--- src/rtl/ray_div_dispatch_if.sv ---
// ---------------------------------------------------------------------------
// ray_div_dispatch_if
// Groups the ray dispatcher's two bus-facing sides into one bundle:
//   - upstream ray handshake : ray_valid_i, ray_data_i, ray_ready_o
//   - divider lane bus       : div_busy_i, div_stall_i, div_start_o,
//                              div_data_o, div_tag_o
// Signal suffixes are as seen from the dispatcher.
// Modports:
//   slave  - the dispatcher (receives rays, drives the divider bus)
//   master - the environment (sources rays, reports divider status)
// ---------------------------------------------------------------------------
interface ray_div_dispatch_if #(
  parameter int unsigned DIV_COUNT = 16,
  parameter int unsigned TAG_SIZE  = 8,
  parameter int unsigned DATA_W    = 96
) ();

  // Upstream payload handshake
  logic                 ray_valid_i;
  logic [DATA_W-1:0]    ray_data_i;
  logic                 ray_ready_o;

  // Divider lanes
  logic [DIV_COUNT-1:0] div_busy_i;
  logic [DIV_COUNT-1:0] div_stall_i;
  logic [DIV_COUNT-1:0] div_start_o;
  logic [DATA_W-1:0]    div_data_o;
  logic [TAG_SIZE-1:0]  div_tag_o;

  modport slave (
    input  ray_valid_i,
    input  ray_data_i,
    output ray_ready_o,
    input  div_busy_i,
    input  div_stall_i,
    output div_start_o,
    output div_data_o,
    output div_tag_o
  );

  modport master (
    output ray_valid_i,
    output ray_data_i,
    input  ray_ready_o,
    output div_busy_i,
    output div_stall_i,
    input  div_start_o,
    input  div_data_o,
    input  div_tag_o
  );

endinterface

--- src/rtl/ray_div_dispatch.sv ---
// ---------------------------------------------------------------------------
// ray_div_dispatch
// Front end of the normalize stage. Accepts one ray payload per valid/ready
// handshake, stamps it with a one-hot tag and issues it to one free divider
// lane chosen round-robin starting after the last granted lane. In-flight
// rays are limited to TAG_SIZE by a credit counter that retire_i returns.
// A flush request stops intake, waits for all credits to come back and then
// restarts the tag sequence at 1.
//
// Ports:
//   clk           in   clock, rising edge
//   reset         in   asynchronous, active-high
//   bus           slave modport of ray_div_dispatch_if:
//                   ray_valid_i/ray_data_i/ray_ready_o  upstream handshake
//                   div_busy_i/div_stall_i              per-lane status
//                   div_start_o/div_data_o/div_tag_o    lane issue bus
//   retire_i      in   one ray left the reorder stage (one credit back)
//   flush_i       in   level request: stop accepting, drain, restart tags
//   idle_o        out  FSM in IDLE and nothing outstanding
//   retire_err_o  out  sticky: retire_i seen with nothing outstanding
//
// Optional feature macro: RAY_DISPATCH_STATS_EN
//   When defined, adds stat_issued_o (accept count) and stat_stall_o
//   (cycles with ray_valid_i && !ray_ready_o), both 32-bit saturating.
//
// ray_ready_o is combinational from the current state and inputs so the
// very first ray in IDLE is taken without a bubble.
// ---------------------------------------------------------------------------
`ifndef TAG_SIZE
`define TAG_SIZE 8
`endif

module ray_div_dispatch #(
  parameter int unsigned DIV_COUNT = 16,
  parameter int unsigned TAG_SIZE  = `TAG_SIZE,
  parameter int unsigned DATA_W    = 96
) (
  input  logic               clk,
  input  logic               reset,
  ray_div_dispatch_if.slave  bus,
  input  logic               retire_i,
  input  logic               flush_i,
  output logic               idle_o,
  output logic               retire_err_o
`ifdef RAY_DISPATCH_STATS_EN
  ,
  output logic [31:0]        stat_issued_o,
  output logic [31:0]        stat_stall_o
`endif
);

  localparam int unsigned LW  = (DIV_COUNT > 1) ? $clog2(DIV_COUNT) : 1;
  localparam int unsigned LW1 = LW + 1;
  localparam int unsigned OW  = $clog2(TAG_SIZE + 1);

  typedef enum logic [1:0] {
    ST_IDLE  = 2'd0,
    ST_RUN   = 2'd1,
    ST_DRAIN = 2'd2
  } state_t;

  state_t               state_q, state_d;
  logic [OW-1:0]        outstanding_q, outstanding_d;
  logic [TAG_SIZE-1:0]  next_tag_q, next_tag_d;
  logic [LW-1:0]        rr_ptr_q, rr_ptr_d;
  logic [DIV_COUNT-1:0] lane_hold_q;

  logic [DIV_COUNT-1:0] eligible;
  logic [LW-1:0]        grant;
  logic                 grant_vld;
  logic [DIV_COUNT-1:0] grant_oh;
  logic                 ready;
  logic                 accept;
  logic                 retire_ok;

  // (base + off) mod DIV_COUNT, safe for non power-of-two lane counts
  function automatic logic [LW-1:0] lane_add(input logic [LW-1:0] base,
                                             input int unsigned   off);
    logic [LW1-1:0] sum;
    sum = LW1'(base) + LW1'(off);
    if (sum >= LW1'(DIV_COUNT)) begin
      sum = sum - LW1'(DIV_COUNT);
    end
    return LW'(sum);
  endfunction

  // lane_hold masks a lane for the cycle its start is on the bus, before
  // the divider has raised busy
  assign eligible = ~bus.div_busy_i & ~bus.div_stall_i & ~lane_hold_q;

  // Round-robin search starting at rr_ptr
  always_comb begin
    grant     = '0;
    grant_vld = 1'b0;
    for (int unsigned k = 0; k < DIV_COUNT; k++) begin
      if (!grant_vld && eligible[lane_add(rr_ptr_q, k)]) begin
        grant     = lane_add(rr_ptr_q, k);
        grant_vld = 1'b1;
      end
    end
  end

  assign grant_oh = DIV_COUNT'(1) << grant;

  // Intake gate; held low through reset so nothing is taken while resetting
  assign ready = !reset
              && (state_q != ST_DRAIN)
              && !flush_i
              && (outstanding_q < OW'(TAG_SIZE))
              && grant_vld;

  assign bus.ray_ready_o = ready;
  assign accept          = bus.ray_valid_i && ready;
  // A retire with no credit out is an error and must not underflow
  assign retire_ok       = retire_i && (outstanding_q != '0);

  // State register
  always_ff @(posedge clk or posedge reset) begin
    if (reset) begin
      state_q <= ST_IDLE;
    end else begin
      state_q <= state_d;
    end
  end

  // Next state, tag, pointer and credit update
  always_comb begin
    state_d       = state_q;
    next_tag_d    = next_tag_q;
    rr_ptr_d      = rr_ptr_q;
    outstanding_d = outstanding_q;

    unique case (state_q)
      ST_IDLE: begin
        if (bus.ray_valid_i) begin
          state_d = ST_RUN;
        end
      end
      ST_RUN: begin
        if (flush_i) begin
          state_d = ST_DRAIN;
        end
      end
      ST_DRAIN: begin
        if (outstanding_q == '0) begin
          state_d    = ST_IDLE;
          next_tag_d = TAG_SIZE'(1);
        end
      end
      default: begin
        state_d = ST_IDLE;
      end
    endcase

    // Accept never coincides with the DRAIN exit, since ready is low there
    if (accept) begin
      next_tag_d = (next_tag_q << 1) | (next_tag_q >> (TAG_SIZE - 1));
      rr_ptr_d   = (grant == LW'(DIV_COUNT - 1)) ? '0 : grant + LW'(1);
    end

    unique case ({accept, retire_ok})
      2'b10:   outstanding_d = outstanding_q + OW'(1);
      2'b01:   outstanding_d = outstanding_q - OW'(1);
      default: outstanding_d = outstanding_q;
    endcase
  end

  // Datapath registers and registered outputs
  always_ff @(posedge clk or posedge reset) begin
    if (reset) begin
      outstanding_q   <= '0;
      next_tag_q      <= TAG_SIZE'(1);
      rr_ptr_q        <= '0;
      lane_hold_q     <= '0;
      bus.div_start_o <= '0;
      bus.div_data_o  <= '0;
      bus.div_tag_o   <= '0;
      idle_o          <= 1'b1;
      retire_err_o    <= 1'b0;
    end else begin
      outstanding_q   <= outstanding_d;
      next_tag_q      <= next_tag_d;
      rr_ptr_q        <= rr_ptr_d;
      lane_hold_q     <= accept ? grant_oh : '0;
      bus.div_start_o <= accept ? grant_oh : '0;
      if (accept) begin
        bus.div_data_o <= bus.ray_data_i;
        bus.div_tag_o  <= next_tag_q;
      end
      idle_o <= (state_d == ST_IDLE) && (outstanding_d == '0);
      if (retire_i && (outstanding_q == '0)) begin
        retire_err_o <= 1'b1;
      end
    end
  end

`ifdef RAY_DISPATCH_STATS_EN
  // Saturating activity counters
  always_ff @(posedge clk or posedge reset) begin
    if (reset) begin
      stat_issued_o <= '0;
      stat_stall_o  <= '0;
    end else begin
      if (accept && (stat_issued_o != '1)) begin
        stat_issued_o <= stat_issued_o + 32'd1;
      end
      if (bus.ray_valid_i && !ready && (stat_stall_o != '1)) begin
        stat_stall_o <= stat_stall_o + 32'd1;
      end
    end
  end
`endif

endmodule

--- src/flat_wrapper.sv ---
// flat-port wrapper written by rule: the top's interface ports become plain ports
module ray_div_dispatch_flat 
#(
  parameter int unsigned DIV_COUNT = 16,
  parameter int unsigned TAG_SIZE  = `TAG_SIZE,
  parameter int unsigned DATA_W    = 96
)
  (clk, reset, retire_i, flush_i, idle_o, retire_err_o, bus_ray_valid_i, bus_ray_data_i, bus_ray_ready_o, bus_div_busy_i, bus_div_stall_i, bus_div_start_o, bus_div_data_o, bus_div_tag_o);
  ray_div_dispatch_if #(.DIV_COUNT(DIV_COUNT), .TAG_SIZE(TAG_SIZE), .DATA_W(DATA_W)) bus_i ();
  input  logic clk;
  input  logic reset;
  input  logic retire_i;
  input  logic flush_i;
  output logic idle_o;
  output logic retire_err_o;
  input wire logic [$bits(bus_i.ray_valid_i)-1:0] bus_ray_valid_i;
  input wire logic [$bits(bus_i.ray_data_i)-1:0] bus_ray_data_i;
  output wire logic [$bits(bus_i.ray_ready_o)-1:0] bus_ray_ready_o;
  input wire logic [$bits(bus_i.div_busy_i)-1:0] bus_div_busy_i;
  input wire logic [$bits(bus_i.div_stall_i)-1:0] bus_div_stall_i;
  output wire logic [$bits(bus_i.div_start_o)-1:0] bus_div_start_o;
  output wire logic [$bits(bus_i.div_data_o)-1:0] bus_div_data_o;
  output wire logic [$bits(bus_i.div_tag_o)-1:0] bus_div_tag_o;
  assign bus_i.ray_valid_i = bus_ray_valid_i;
  assign bus_i.ray_data_i = bus_ray_data_i;
  assign bus_ray_ready_o = bus_i.ray_ready_o;
  assign bus_i.div_busy_i = bus_div_busy_i;
  assign bus_i.div_stall_i = bus_div_stall_i;
  assign bus_div_start_o = bus_i.div_start_o;
  assign bus_div_data_o = bus_i.div_data_o;
  assign bus_div_tag_o = bus_i.div_tag_o;
  ray_div_dispatch #(.DIV_COUNT(DIV_COUNT), .TAG_SIZE(TAG_SIZE), .DATA_W(DATA_W)) u_core (.clk(clk), .reset(reset), .bus(bus_i), .retire_i(retire_i), .flush_i(flush_i), .idle_o(idle_o), .retire_err_o(retire_err_o));
endmodule
--- config.mk ---
export PLATFORM = sky130hd
export DESIGN_NAME = ray_div_dispatch_flat
export DESIGN_NICKNAME = d
export VERILOG_FILES = /design/src/rtl/ray_div_dispatch_if.sv /design/src/rtl/ray_div_dispatch.sv /design/src/flat_wrapper.sv
export SDC_FILE = /design/constraint.sdc
export NUM_CORES = 1
export LEC_CHECK = 0
export CAP_MARGIN = 20
export CORE_MARGIN = 2
export CORE_UTILIZATION = 40
export CTS_BUF_LIST = sky130_fd_sc_hd__clkbuf_4 sky130_fd_sc_hd__clkbuf_8 sky130_fd_sc_hd__clkbuf_16
export CTS_CLUSTER_SIZE = 14
export DETAILED_ROUTE_END_ITERATION = 16
export DONT_BUFFER_PORTS = 1
export HOLD_SLACK_MARGIN = 0.1
export RECOVER_POWER = 25
export SLEW_MARGIN = 5
export SYNTH_ARGS = -nofsm -noshare
export SYNTH_HDL_FRONTEND = slang
export SYNTH_SLANG_ARGS = --single-unit
--- constraint.sdc ---
create_clock -name clk -period 4.8 [get_ports clk]
set_input_delay 0.24 -clock clk [delete_from_list [all_inputs] [get_ports clk]]
set_output_delay 0.24 -clock clk [all_outputs]
set_load 0.02 [all_outputs]
Word-level counts from Yosys, hierarchy flattened:

Cells that the tools add are included.

* register bits after elaboration: 140
* bits of input ports: 133
* output and inout port bits: 123
* word-level logic and storage cells: 227

* add/subtract/negate cells: 34
* order comparisons: 33
* equal/unequal tests: 6
* shift-type cells: 1
* mux-type cells: 90
* bitwise operators: 6
* reduce and logical (&&, ||, !) cells: 48

Operators with widths (count)
* 2-to-1 mux 4 bit: 33
* < comparator 4 x 5 -> 1 bit, second input constant: 16
* >= comparator 5 bit, second input constant: 15
* subtractor 4 x 1 -> 4 bit, second input constant: 17
* binary-select mux 1 bit (select 4 bit): 16
* NOT 16 bit: 3
* adder 4 x 4 -> 5 bit, second input constant: 8
* AND 16 bit: 2
* 2-to-1 mux 1 bit: 32
* 2-to-1 mux 8 bit: 3
* logical AND 1 bit: 23
* adder 4 x 3 -> 5 bit, second input constant: 4
* zero test 1 bit: 17
* 2-to-1 mux 16 bit: 1
* left shift 1 x 4 -> 16 bit, first input constant: 1
* adder 4 x 2 -> 5 bit, second input constant: 2
* adder 4 x 1 -> 4 bit, second input constant: 2
* zero test 4 bit: 2
* OR 8 x 1 -> 8 bit: 1
* case mux 4 bit (2 select lines): 1
* 2-to-1 mux 2 bit: 3
* case mux 2 bit (3 select lines): 1
* adder 4 x 1 -> 5 bit, second input constant: 1
* >= comparator 4 x 5 -> 1 bit, second input constant: 1
* other kinds (9): 13

Longest topological paths before layout:

* depth after elaboration: 57
* gate-level depth with buffers: 27
* gate-level depth less buffers: 19

Worst setup path after synthesis:

No wires, ideal clock.

* kind: reg2reg
* start: register u_core.rr_ptr_q[1]
* end: register u_core.idle_o
* setup time: 82 ps
* arrival: 5481 ps
* data required time: 4718 ps
* setup slack: -763 ps
* stages on the path, launching flop included: 26
* buffers on the path: 8
* clock period less this slack: 5563 ps
* cell sequence: dfrtp_1 buf_2 buf_4 buf_2 inv_1 ha_1 clkbuf_1 nor4_1 a2111oi_0 or4_1 buf_2 mux2_4 nand4_1 nor4_1 a21oi_1 and2_1 buf_2 inv_1 buf_2 buf_2 ha_1 xor2_1 ha_1 mux2_2 or4_1 nor3_1

* cells in the longest elaborated chain, start to end: 56
* elaborated cells on any way between the ends: 148
* those cells by class: add/sub (31); order compare (16); eq/ne (2); mux (65); reduce/logical (34)

RTL lines
* start, declared: line ray_div_dispatch.sv:65 `logic [LW-1:0] rr_ptr_q, rr_ptr_d;`
* start signal, assigned: line ray_div_dispatch.sv:183 `rr_ptr_q <= rr_ptr_d;`
* parallel branches: the longest is 49 deep, another holds adder 4 x 1 -> 5 bit
* 2-to-1 mux 1 bit (*): line ray_div_dispatch.sv:96 `if (!grant_vld && eligible[lane_add(rr_ptr_q, k)]) begin`
* logical AND 1 bit (*): line ray_div_dispatch.sv:110 `&& grant_vld;`
* via bus_ray_ready_o: line flat_wrapper.sv:18 `output wire logic [$bits(bus_i.ray_ready_o)-1:0] bus_ray_ready_o;`
* logical AND 1 bit (*): line ray_div_dispatch.sv:113 `assign accept = bus.ray_valid_i && ready;`
* equality test 2 x 1 -> 1 bit or equality test 2 bit (tied branches): line ray_div_dispatch.sv:161 `unique case ({accept, retire_ok})`
* case mux 4 bit (2 select lines) (*): line ray_div_dispatch.sv:161
* via u_core.outstanding_d[1]: line ray_div_dispatch.sv:63 `logic [OW-1:0] outstanding_q, outstanding_d;`
* zero test 4 bit (*): line ray_div_dispatch.sv:190 `idle_o <= (state_d == ST_IDLE) && (outstanding_d == '0);`
* logical AND 1 bit (*): line ray_div_dispatch.sv:190
* end signal, assigned: line ray_div_dispatch.sv:190
* end, declared: line ray_div_dispatch.sv:43 `output logic idle_o,`

Mark *: on every way through the listed nets, which the timed path passes. The select of a mux whose other input is x is not followed.
A chain may end at the register's enable or synchronous reset.

Worst setup path after layout:

* start: register u_core.rr_ptr_q[1]
* end: register u_core.idle_o

* cells in the longest elaborated chain, start to end: 56
* elaborated cells on any way between the ends: 148
* those cells by class: add/sub (31); order compare (16); eq/ne (2); mux (65); reduce/logical (34)

RTL lines (line)
* parallel branches: the longest is 49 deep, another holds adder 4 x 1 -> 5 bit
* 2-to-1 mux 1 bit (*): ray_div_dispatch.sv:96
* logical AND 1 bit (*): ray_div_dispatch.sv:110
* logical AND 1 bit (*): ray_div_dispatch.sv:113
* equality test 2 x 1 -> 1 bit or equality test 2 bit (tied branches): ray_div_dispatch.sv:161
* case mux 4 bit (2 select lines) (*): ray_div_dispatch.sv:161
* via u_core.outstanding_d[1]: ray_div_dispatch.sv:63
* zero test 4 bit (*): ray_div_dispatch.sv:190
* logical AND 1 bit (*): ray_div_dispatch.sv:190

Marked as above.

==> results.ini <==
[outcome]
outcome=finished, violations left
failed_checks=capacitance limit, slew limit

[critical_path]
r2r_start=u_core.rr_ptr_q[1]
worst-endpoint-required_ns=5.13
worst-setup-path-type=reg -> reg
critical_path.max_fanout=29
setup.worst_path.start=u_core.rr_ptr_q[1]
cp_data_arrival_time_ns=4.95
critical_path_source_type=register
end_kind=register

[final_layout]
insertedDiodeCount=0
num-nets-final=1218
layout.filler_cells=1756
multi_input_area_um2=4560
postLayoutCoreUtil=0.529
layout.area.seq_um2=3510
most-common-layout-cells=sky130_fd_sc_hd__nand2_1 (356), sky130_fd_sc_hd__dfrtp_1 (136), sky130_fd_sc_hd__dlygate4sd3_1 (100)
leading_cell_type_in_the_layout_fill_and_taps_excluded=sky130_fd_sc_hd__nand2_1
design_area_um2=10600
layout-drive-gt1-share=0.157
area_delta_synth_final_pct=30.4

[global_routing]
grt_start_max_net_pins=110
grt.total_usage=0.243
first_pass_grt_wire_length_mm=41.6
grt_ovf=0
grt_antenna_before_repair=0
grt_pass1_vias=7695

[sta]
maxClockFrequency_mhz=216
clock_skew_ns=0.0138
max_slew_margin=-1.24
period_share=0.964
min_period_ns=4.63
finalMaxSlewViolations=94
tightestPinTransition_ns=3.35
hold_viol_final=0
fin_tns_setup_ns=0
setup_viol=0
final_worst_hold_slack_ns=0.404

[yosys]
syn_area_per_cell_um2=8.72
synthDominantAreaCellType=sky130_fd_sc_hd__dfrtp_1
synthesis.area_um2=8150
synth-seq-cells=140
number_of_enable_flip_flop_cells_after_synthesis=0
synth.lib_cells_used.distinct=75
synth_seq_area_share=0.430
post_synth_main_area_contributors=sky130_fd_sc_hd__dfrtp_1 (42%), sky130_fd_sc_hd__nand2_1 (16%), sky130_fd_sc_hd__mux4_2 (4.7%)
synthesis.nets=1084
postSynth.asyncResetShare=1.00
synth.top_cell.area_share=0.424
synth-warning-count=0
synth_flop_cell=sky130_fd_sc_hd__dfrtp_1
post_synth_inst_count=935

[worst_hold_path]
critical_hold_path_startpoint=bus_ray_valid_i
min_path_type=in -> reg

[die]
die_width_um=147
floorplan.core_area_um2=20100
die-area_um2=21500
rows=52
start_util=0.405
die_h_um=147
io_pins=256

[clock_tree]
clock_tree_root_driver_cell=sky130_fd_sc_hd__clkbuf_16
cts_tree=yes
clkLatencyLatePin_ns=0.42
clkSinkCount=140
worst_setup_hold_path_clk_slew_ns=0.07
cts_buffer_depth=2
htree_num_levels=4
cts_inserted_buffers=17

[route]
routed-via-count=7645
detail_route.vias_per_cell=5.65
postRouteAntennaNets=0
wl_per_cell_um=19.6
routed_wl_mm=26.4
drc=0
first_iter_violations=549
dr.pass1.iters=7

[power]
power_per_cell_area_nw_per_um2=873
max-vdd-ir-drop_mv=0.420
totalPowerFinal_mw=9.28
power_leakage_nw=4.83

[run]
cap_violations=1

[placement]
count_of_buffers_from_port_buffering=0
finalWeightedCongestion=0.980
dpl-instance-area_um2=8880
hpwl_mm=18.5

report_power, final:
group | switching (mW) | internal [mW]
logic | 3.16 | 2.24
registers | 0.931 | 1.64
clock network | 0.567 | 0.748
total | 4.65 | 4.63
area by class of cell:
type,instances,share of cell area
Inverter,13,0.00518
Multi-Input combinational cell,729,0.429
Timing Repair Buffer,168,0.149
Clock inverter,14,0.0139
Sequential cell,140,0.330
Clock buffer,18,0.0413
Tap cell,270,0.0318
state kept, by name, summed over array words and instances, names as in the netlist:
signal / flops
u_core.idle_o: 1
u_core.state_q: 2
u_core.bus.div_tag_o: 8
u_core.next_tag_q: 8
u_core.rr_ptr_q: 4
u_core.bus.div_start_o: 16
u_core.bus.div_data_o: 96
u_core.retire_err_o: 1
u_core.outstanding_q: 4
kinds of logic after synthesis:
kind of cell,count (synthesis),synth area share
AO/OA/AOI/OAI,140,0.127
XOR/XNOR,19,0.0213
adder cells (fa/ha/maj),16,0.0246
buffers and inverters,66,0.0368
flip-flops,140,0.430
multiplexers,51,0.0938
AND/OR/NAND/NOR,503,0.266
what timing repair did:
action,CTS,global route
hold buffers,100,0
endpoints found under the setup margin,2,3
gates resized for setup,4,15
pin swaps,1,2
hold endpoints to repair,189,0
setup buffers,1,4
stage by stage:
stage | std cells | setup slack (ns)
global route | 1352 | -0.0432
floorplan | 935 | -0.135
global placement | 1213 | -0.0392
CTS | 1347 | 0.0181
finish | 1352 | 0.175
detailed placement | 1214 | -0.143
synthesized netlist by cell type (6+ instances only):
| master | instances |
|---|---|
| sky130_fd_sc_hd__buf_2 | 27 |
| sky130_fd_sc_hd__ha_1 | 16 |
| sky130_fd_sc_hd__o22ai_1 | 7 |
| sky130_fd_sc_hd__nor3_1 | 23 |
| sky130_fd_sc_hd__mux2i_1 | 22 |
| sky130_fd_sc_hd__a211oi_1 | 9 |
| sky130_fd_sc_hd__a21oi_1 | 24 |
| sky130_fd_sc_hd__nand3_1 | 12 |
| sky130_fd_sc_hd__a2111oi_0 | 19 |
| sky130_fd_sc_hd__clkbuf_1 | 17 |
| sky130_fd_sc_hd__mux4_2 | 17 |
| sky130_fd_sc_hd__nor4_1 | 17 |
| sky130_fd_sc_hd__o21ai_0 | 14 |
| sky130_fd_sc_hd__mux2_2 | 9 |
| sky130_fd_sc_hd__buf_1 | 6 |
| sky130_fd_sc_hd__a22o_1 | 8 |
| sky130_fd_sc_hd__inv_1 | 9 |
| sky130_fd_sc_hd__nor2_1 | 40 |
| sky130_fd_sc_hd__nor2b_1 | 8 |
| sky130_fd_sc_hd__dfrtp_1 | 138 |
| sky130_fd_sc_hd__a22oi_1 | 8 |
| sky130_fd_sc_hd__nand2_1 | 357 |
| sky130_fd_sc_hd__and2_1 | 9 |
| sky130_fd_sc_hd__xor2_1 | 6 |
| sky130_fd_sc_hd__xnor2_1 | 12 |
path summary, 6_finish.rpt:
| path | slack (ns) | endpoint | cells after the start |
|---|---|---|---|
| setup reg to reg | 0.17 | u_core.idle_o | 17 |
| hold / removal | 0.40 | u_core.outstanding_q[0] | 4 |
| setup / recovery | 0.17 | u_core.idle_o | 17 |
| hold reg to reg | 0.50 | u_core.bus.div_tag_o[0] | 2 |
| max in group asynchronous | 1.16 | u_core.rr_ptr_q[1] | 2 |
| min in group asynchronous | 1.51 | u_core.retire_err_o | 2 |
worst max-delay path: stages (launching register included):
cell                        delay, ns
sky130_fd_sc_hd__dfrtp_2         0.49
sky130_fd_sc_hd__buf_12          0.20
sky130_fd_sc_hd__ha_1            0.26
sky130_fd_sc_hd__xnor2_1         0.23
sky130_fd_sc_hd__a2111oi_2       0.47
sky130_fd_sc_hd__nor4_1          0.14
sky130_fd_sc_hd__o21bai_1        0.20
sky130_fd_sc_hd__nand4b_1        0.31
sky130_fd_sc_hd__nor4_4          0.45
sky130_fd_sc_hd__a21oi_2         0.11
sky130_fd_sc_hd__and2_4          0.15
sky130_fd_sc_hd__clkinv_2        0.07
sky130_fd_sc_hd__ha_4            0.16
sky130_fd_sc_hd__xor2_1          0.15
sky130_fd_sc_hd__ha_1            0.24
sky130_fd_sc_hd__mux2_2          0.26
sky130_fd_sc_hd__or4_1           0.41
sky130_fd_sc_hd__nor3_1          0.23
routing by layer:
metal	GRT usage	up-vias	part of all wire
li1	-	3536	-
met1	0.303	3601	0.38
met2	0.400	424	0.48
met3	0.0702	84	0.097
met4	0.0947	0	0.035
met5	0	-	0
Note: power is estimated with default switching activity, not from simulation.
